===== src/rtl/temp_pkg.sv =====
// ---------------------------------------------------------------------------
// temp_pkg
// Shared definitions for the temperature conditioning path and the downstream
// hysteresis mode FSM.
//   TEMP_RAW_W   : raw sensor sample width
//   TEMP_LVL_W   : conditioned level width (mode FSM input width)
//   temp_state_e : filter warm-up / run state
// ---------------------------------------------------------------------------
package temp_pkg;

    localparam int TEMP_RAW_W = 8;
    localparam int TEMP_LVL_W = 5;

    typedef enum logic {
        FILL = 1'b0,
        RUN  = 1'b1
    } temp_state_e;

endpackage


===== src/rtl/temp_sample_filter_if.sv =====
// ---------------------------------------------------------------------------
// temp_sample_filter_if
// Sensor-side valid/ready handshake plus the held level output and strobes.
//   raw, raw_valid  : sample and its qualifier (sensor -> filter)
//   raw_ready       : filter can take a sample this cycle (filter -> sensor)
//   level           : filtered level, held between updates
//   level_valid     : one-cycle pulse when level is updated
//   level_changed   : one-cycle pulse with level_valid when level moved
// Modports: master = sensor/consumer side, slave = filter.
// ---------------------------------------------------------------------------
interface temp_sample_filter_if
    import temp_pkg::*;
#(
    parameter int DATA_W = TEMP_RAW_W,
    parameter int OUT_W  = TEMP_LVL_W
) ();

    logic [DATA_W-1:0] raw;
    logic              raw_valid;
    logic              raw_ready;
    logic [OUT_W-1:0]  level;
    logic              level_valid;
    logic              level_changed;

    modport master (
        output raw, raw_valid,
        input  raw_ready, level, level_valid, level_changed
    );

    modport slave (
        input  raw, raw_valid,
        output raw_ready, level, level_valid, level_changed
    );

endinterface


===== src/rtl/sample_window.sv =====
// ---------------------------------------------------------------------------
// sample_window
// Moving-average window: DEPTH-deep shift register of samples, running sum
// and fill count.
//   clk, rst : clock, asynchronous active-high reset
//   push     : shift din into the window this cycle
//   din      : sample to enter
//   sum      : running sum of the DEPTH most recent samples
//   full     : DEPTH samples have entered since reset
// ---------------------------------------------------------------------------
module sample_window
    import temp_pkg::*;
#(
    parameter int DATA_W = TEMP_RAW_W,
    parameter int DEPTH  = 4,
    parameter int SUM_W  = DATA_W + $clog2(DEPTH)
) (
    input  logic              clk,
    input  logic              rst,
    input  logic              push,
    input  logic [DATA_W-1:0] din,
    output logic [SUM_W-1:0]  sum,
    output logic              full
);

    localparam int CNT_W = $clog2(DEPTH + 1);

    logic [DATA_W-1:0] taps [DEPTH];
    logic [CNT_W-1:0]  count;

    // Taps clear on reset, so the oldest tap reads 0 throughout warm-up and
    // the running sum needs no special case while filling.
    always_ff @(posedge clk or posedge rst) begin
        if (rst) begin
            for (int i = 0; i < DEPTH; i++) taps[i] <= '0;
            sum   <= '0;
            count <= '0;
        end else if (push) begin
            taps[0] <= din;
            for (int i = 1; i < DEPTH; i++) taps[i] <= taps[i-1];
            sum <= sum + SUM_W'(din) - SUM_W'(taps[DEPTH-1]);
            if (count != CNT_W'(DEPTH)) count <= count + 1'b1;
        end
    end

    assign full = (count == CNT_W'(DEPTH));

endmodule


===== src/rtl/temp_sample_filter.sv =====
// ---------------------------------------------------------------------------
// temp_sample_filter
// Turns raw temperature samples into the level driving the hysteresis mode
// FSM: DEPTH-sample moving average with spike rejection, warm-up suppression
// and a held output with update/change strobes.
//   clk, rst : clock, asynchronous active-high reset
//   sif      : slave side of temp_sample_filter_if (raw handshake in,
//              level / level_valid / level_changed out)
// Each accepted sample costs one extra compute cycle with raw_ready low.
// ---------------------------------------------------------------------------
module temp_sample_filter
    import temp_pkg::*;
#(
    parameter int DATA_W   = TEMP_RAW_W,
    parameter int OUT_W    = TEMP_LVL_W,
    parameter int DEPTH    = 4,
    parameter int SPIKE_TH = 64,
    parameter int MAX_REJ  = 2
) (
    input  logic                 clk,
    input  logic                 rst,
    temp_sample_filter_if.slave  sif
);

    localparam int LOG_D = $clog2(DEPTH);
    localparam int SUM_W = DATA_W + LOG_D;
    localparam int REJ_W = $clog2(MAX_REJ + 1);

    // |a - b| evaluated as a signed (DATA_W+1)-bit difference
    function automatic logic [DATA_W:0] abs_diff(input logic [DATA_W-1:0] a,
                                                 input logic [DATA_W-1:0] b);
        logic signed [DATA_W:0] d;
        d = $signed({1'b0, a}) - $signed({1'b0, b});
        if (d < 0) d = -d;
        return $unsigned(d);
    endfunction

    function automatic logic [DATA_W-1:0] sum_to_avg(input logic [SUM_W-1:0] s);
        return s[SUM_W-1:LOG_D];
    endfunction

    // Truncating requantisation, no rounding
    function automatic logic [OUT_W-1:0] to_level(input logic [DATA_W-1:0] a);
        return a[DATA_W-1 -: OUT_W];
    endfunction

    temp_state_e       state_q, state_d;
    logic              busy_q, busy_d;
    logic [REJ_W-1:0]  rej_cnt;
    logic              accept, outlier, drop, push;
    logic [SUM_W-1:0]  win_sum;
    logic              win_full;
    logic [DATA_W-1:0] new_avg;

    logic              push_p1;
    logic [DATA_W-1:0] avg_p1;
    logic [OUT_W-1:0]  level_p1;
    logic              vld_p1, chg_p1;

    // ---- stage p0: handshake, spike check, window entry ----
    assign accept  = sif.raw_valid && sif.raw_ready;
    assign outlier = (state_q == RUN) &&
                     (abs_diff(sif.raw, avg_p1) > (DATA_W+1)'(SPIKE_TH));
    assign drop    = outlier && (rej_cnt < REJ_W'(MAX_REJ));
    assign push    = accept && !drop;

    sample_window #(
        .DATA_W (DATA_W),
        .DEPTH  (DEPTH),
        .SUM_W  (SUM_W)
    ) u_window (
        .clk  (clk),
        .rst  (rst),
        .push (push),
        .din  (sif.raw),
        .sum  (win_sum),
        .full (win_full)
    );

    always_ff @(posedge clk or posedge rst) begin
        if (rst) begin
            state_q <= FILL;
            busy_q  <= 1'b0;
            rej_cnt <= '0;
            push_p1 <= 1'b0;
        end else begin
            state_q <= state_d;
            busy_q  <= busy_d;
            push_p1 <= push;
            if (accept && state_q == RUN)
                rej_cnt <= drop ? rej_cnt + 1'b1 : '0;
        end
    end

    // Busy for exactly the cycle after an acceptance; FILL leaves once the
    // window reports full, which happens at the DEPTH-th entry.
    always_comb begin
        state_d = state_q;
        busy_d  = accept;
        case (state_q)
            FILL:    if (win_full) state_d = RUN;
            RUN:     state_d = RUN;
            default: state_d = FILL;
        endcase
    end

    // ---- stage p1: average, level and strobes ----
    assign new_avg = sum_to_avg(win_sum);

    always_ff @(posedge clk or posedge rst) begin
        if (rst) begin
            avg_p1   <= '0;
            level_p1 <= '0;
            vld_p1   <= 1'b0;
            chg_p1   <= 1'b0;
        end else begin
            vld_p1 <= 1'b0;
            chg_p1 <= 1'b0;
            if (push_p1) begin
                avg_p1 <= new_avg;
                if (win_full) begin
                    level_p1 <= to_level(new_avg);
                    vld_p1   <= 1'b1;
                    chg_p1   <= (to_level(new_avg) != level_p1);
                end
            end
        end
    end

    assign sif.raw_ready     = !busy_q;
    assign sif.level         = level_p1;
    assign sif.level_valid   = vld_p1;
    assign sif.level_changed = chg_p1;

endmodule


===== src/flat_wrapper.sv =====
// flat-port wrapper written by rule: the top's interface ports become plain ports
module temp_sample_filter_flat import temp_pkg::*;
#(
    parameter int DATA_W   = TEMP_RAW_W,
    parameter int OUT_W    = TEMP_LVL_W,
    parameter int DEPTH    = 4,
    parameter int SPIKE_TH = 64,
    parameter int MAX_REJ  = 2
)
  (clk, rst, sif_raw, sif_raw_valid, sif_raw_ready, sif_level, sif_level_valid, sif_level_changed);
  temp_sample_filter_if #(.DATA_W(DATA_W), .OUT_W(OUT_W)) sif_i ();
  input  logic clk;
  input  logic rst;
  input wire logic [$bits(sif_i.raw)-1:0] sif_raw;
  input wire logic [$bits(sif_i.raw_valid)-1:0] sif_raw_valid;
  output wire logic [$bits(sif_i.raw_ready)-1:0] sif_raw_ready;
  output wire logic [$bits(sif_i.level)-1:0] sif_level;
  output wire logic [$bits(sif_i.level_valid)-1:0] sif_level_valid;
  output wire logic [$bits(sif_i.level_changed)-1:0] sif_level_changed;
  assign sif_i.raw = sif_raw;
  assign sif_i.raw_valid = sif_raw_valid;
  assign sif_raw_ready = sif_i.raw_ready;
  assign sif_level = sif_i.level;
  assign sif_level_valid = sif_i.level_valid;
  assign sif_level_changed = sif_i.level_changed;
  temp_sample_filter #(.DATA_W(DATA_W), .OUT_W(OUT_W), .DEPTH(DEPTH), .SPIKE_TH(SPIKE_TH), .MAX_REJ(MAX_REJ)) u_core (.clk(clk), .rst(rst), .sif(sif_i));
endmodule

===== config.mk =====
export PLATFORM = sky130hd
export DESIGN_NAME = temp_sample_filter_flat
export DESIGN_NICKNAME = d
export VERILOG_FILES = /design/src/rtl/temp_pkg.sv /design/src/rtl/temp_sample_filter_if.sv /design/src/rtl/sample_window.sv /design/src/rtl/temp_sample_filter.sv /design/src/flat_wrapper.sv
export SDC_FILE = /design/constraint.sdc
export NUM_CORES = 1
export LEC_CHECK = 0
export BUFFER_PORTS_ARGS = -buffer_cell sky130_fd_sc_hd__buf_2
export CAP_MARGIN = 20
export CORE_ASPECT_RATIO = 2
export CORE_MARGIN = 2
export CORE_UTILIZATION = 53
export CTS_CLUSTER_DIAMETER = 120
export CTS_CLUSTER_SIZE = 30
export DETAILED_ROUTE_END_ITERATION = 6
export PLACE_DENSITY = 0.7
export SLEW_MARGIN = 25
export SYNTH_ARGS = -nofsm -noshare
export SYNTH_HDL_FRONTEND = slang
export SYNTH_SLANG_ARGS = --single-unit

===== constraint.sdc =====
create_clock -name clk -period 4.4 [get_ports clk]
set_input_delay 0.88 -clock clk [delete_from_list [all_inputs] [get_ports clk]]
set_output_delay 0.88 -clock clk [all_outputs]
set_load 0.1 [all_outputs]

==> impl_results.md <==
* Status: completed
* Hold depth at 1
* Vert. Die Dim at 120 microns
* Clk_skew at 0.00661 ns
* Final HPWL DP at 5100 microns
* H-tree levels at 3
* Critical path origin: sif_raw[0]
* Top-count cell post-synth: dfrtp_1
* Via density at 5.22
* Register area share after synthesis at 45.6%
* DRC at 0
* Syn nets at 373
* CTS clock-pin slew for the worst setup and hold paths at 0.05 ns
* Die Footprint at 7450 sq um
* Global-route wire length before repair at 11,500 microns
* TritonCTS clock tree: done
* Sink Count at 65
* Synth Register Bits at 65
* Minimum clock period at 4.16 ns
* Leading post-synthesis cells by cell area: dfrtp_1, mux2_2, ha_1, inv_1, fa_1
* GR Util All Layers at 21.4%
* Routed vias at 2,392
* Vias in the first global route at 2,581
* Remaining antenna violation count at 0
* Initial Utilization at 54.4%
* Syn. warnings at 0
* Synthesized area per cell at 10.8 sq um
* Fmax at 241 MHz
* Slew HR at 43.3%
* Setup Fix Bufs, Post-CTS at 0
* Mapped Cells at 332
* # hold bufs at CTS at 0
* Final setup violating endpoints at 0
* Layout cells sized above 1 at 23.2%
* Maximum Capacitance Violations at 0
* Crit Path Category: input port to register
* CP required at 4.61 ns
* Pre-Repair DR Iteration Count at 4
* Synth top cells by count: dfrtp_1, inv_1, mux2_2
* Hold Crit Class: register to register
* Top cell type's share of synthesized area at 45.6%
* Drt wl/cell at 14.5 microns
* Crit. End Element: register
* Distinct cells, synth at 40
* Antenna cells at 0
* Largest net degree at the start of global routing at 43
* Slew Limit Fails at 0
* Setup TNS at 0 ns
* Initial antenna violation count at 0
* Routability Congestion at 0.824
* Num CTS Buffers at 9
* Total grt overflow at 0
* Worst-Margin Slew at 0.849 ns
* EDFF count, synth at 0
* Clock Latency Late Sink at 0.33 ns
* # port buffers at 18
* Width of the die at 62.0 microns
* Cells on worst reg2reg path at 14
* DP Cell Count at 442
* Min-delay src: u_core.busy_q
* Worst setup SP type: input port
* CP max FO at 22
* FP Rows at 42
* Area grow syn2layout at 16.5%
* Final Hold Violating Endpoints at 0
* Nets@finish at 406
* Synth Cell Area at 3570 sq um
* Boundary Pins at 19
* Filler cell count in the final layout at 550
* 1st-iter DRT viols at 52
* CTS Buffer Depth at 2
* Clock root cell: clkbuf_16
* Ys async rst share at 100%
* Routed WL at 6660 microns
* Core region area at 6570 sq um
* Reg-to-Reg Start: u_core.avg_p1[0]
* Worst Path Arrival at 4.37 ns
* Cell taking the most area after synthesis: dfrtp_1
* Tcrit/Tclk final at 94.4%
* Cts repair resizes at 0
* Layout Cells excl Fill at 458
* Top FF cell, synth: dfrtp_1
-- layer usage --
metal	vias to the layer above	global-route usage [%]	share of wire, %
li1	1173	-	-
met1	1168	22.7	38
met2	31	36.3	56
met3	20	3.99	2.1
met4	0	13.8	4.6
met5	-	0	0
-- final timing paths --
path                                       endpoint  slack (ns)
setup / recovery           u_core.u_window.taps[30]        0.24
hold reg to reg                       u_core.busy_q        0.47
setup reg to reg           u_core.u_window.taps[30]        0.61
min in group asynchronous         u_core.rej_cnt[1]        0.72
max in group asynchronous   u_core.u_window.taps[4]        2.85
hold / removal                        u_core.busy_q        0.47
-- cells in the final DEF (no fill, tap or decap), types with 3 or more instances in the layout --
cell | Yosys | routed
o21ai_0 | 26 | 26
ha_1 | 21 | 21
xor2_1 | 7 | 7
mux2_2 | 36 | 36
buf_2 | 1 | 18
fa_1 | 9 | 9
a21oi_1 | 12 | 12
a21o_1 | 7 | 7
nor3_1 | 5 | 5
dfrtp_1 | 65 | 65
a31oi_1 | 3 | 3
nor2_1 | 7 | 7
inv_1 | 52 | 51
buf_4 | 3 | 10
clkbuf_16 | 0 | 9
nor2b_1 | 3 | 3
xnor2_1 | 13 | 13
nand2_1 | 29 | 29
o21a_1 | 3 | 3
-- layout make-up --
type	instances	area, sq um	area share [%]
inverters	52	195	4.69
flip-flops and latches	65	1630	39.1
multi-input cells	207	1710	41.1
clock buffers	11	243	5.83
repair buffers	30	196	4.72
well taps	88	110	2.65
clock inverters	5	78.8	1.89
-- cell families (layout without fill, tap and decap cells) --
logic type	Yosys count	after routing	share of synthesized area (%)
AO/OA/AOI/OAI	66	66	11.9
flip-flops	65	65	45.6
buffers and inverters	60	98	6.66
AND/OR/NAND/NOR	53	53	6.69
multiplexers	38	38	11.9
adder cells (fa/ha/maj)	30	30	12.4
XOR/XNOR	20	20	4.91
-- sequential cells by signal, indices dropped and copies added, names as in the netlist, 2 cells and up --
signal	flops
u_core.rej_cnt	2
u_core.avg_p1	8
u_core.sif.level	5
u_core.u_window.count	3
u_core.u_window.taps	32
u_core.u_window.sum	10
-- critical path, stage by stage --
cell,delay [ns]
buf_2,0.10
inv_1,0.06
ha_1,0.16
inv_1,0.05
fa_1,0.40
a211oi_2,0.24
nor2_1,0.09
xor2_1,0.15
or4_1,0.50
o21a_1,0.20
o32ai_1,0.30
a311oi_1,0.20
a311oi_4,0.35
buf_4,0.19
buf_12,0.16
mux2_2,0.35
-- metrics by stage --
stage	hold WS, ns	setup WS [ns]	utilization, %	cell area, sq um
floorplan	0.425	0.115	-	3570
global route	0.502	-0.0108	63.4	4160
CTS	0.478	0.176	63.2	4150
global placement	0.468	-0.0523	58.3	3830
finish	0.472	0.245	63.4	4160
detailed placement	0.470	-0.151	58.3	3830
Power is not shown: default switching activity piles up to over one toggle a cycle in this logic, so the estimate is an artifact.
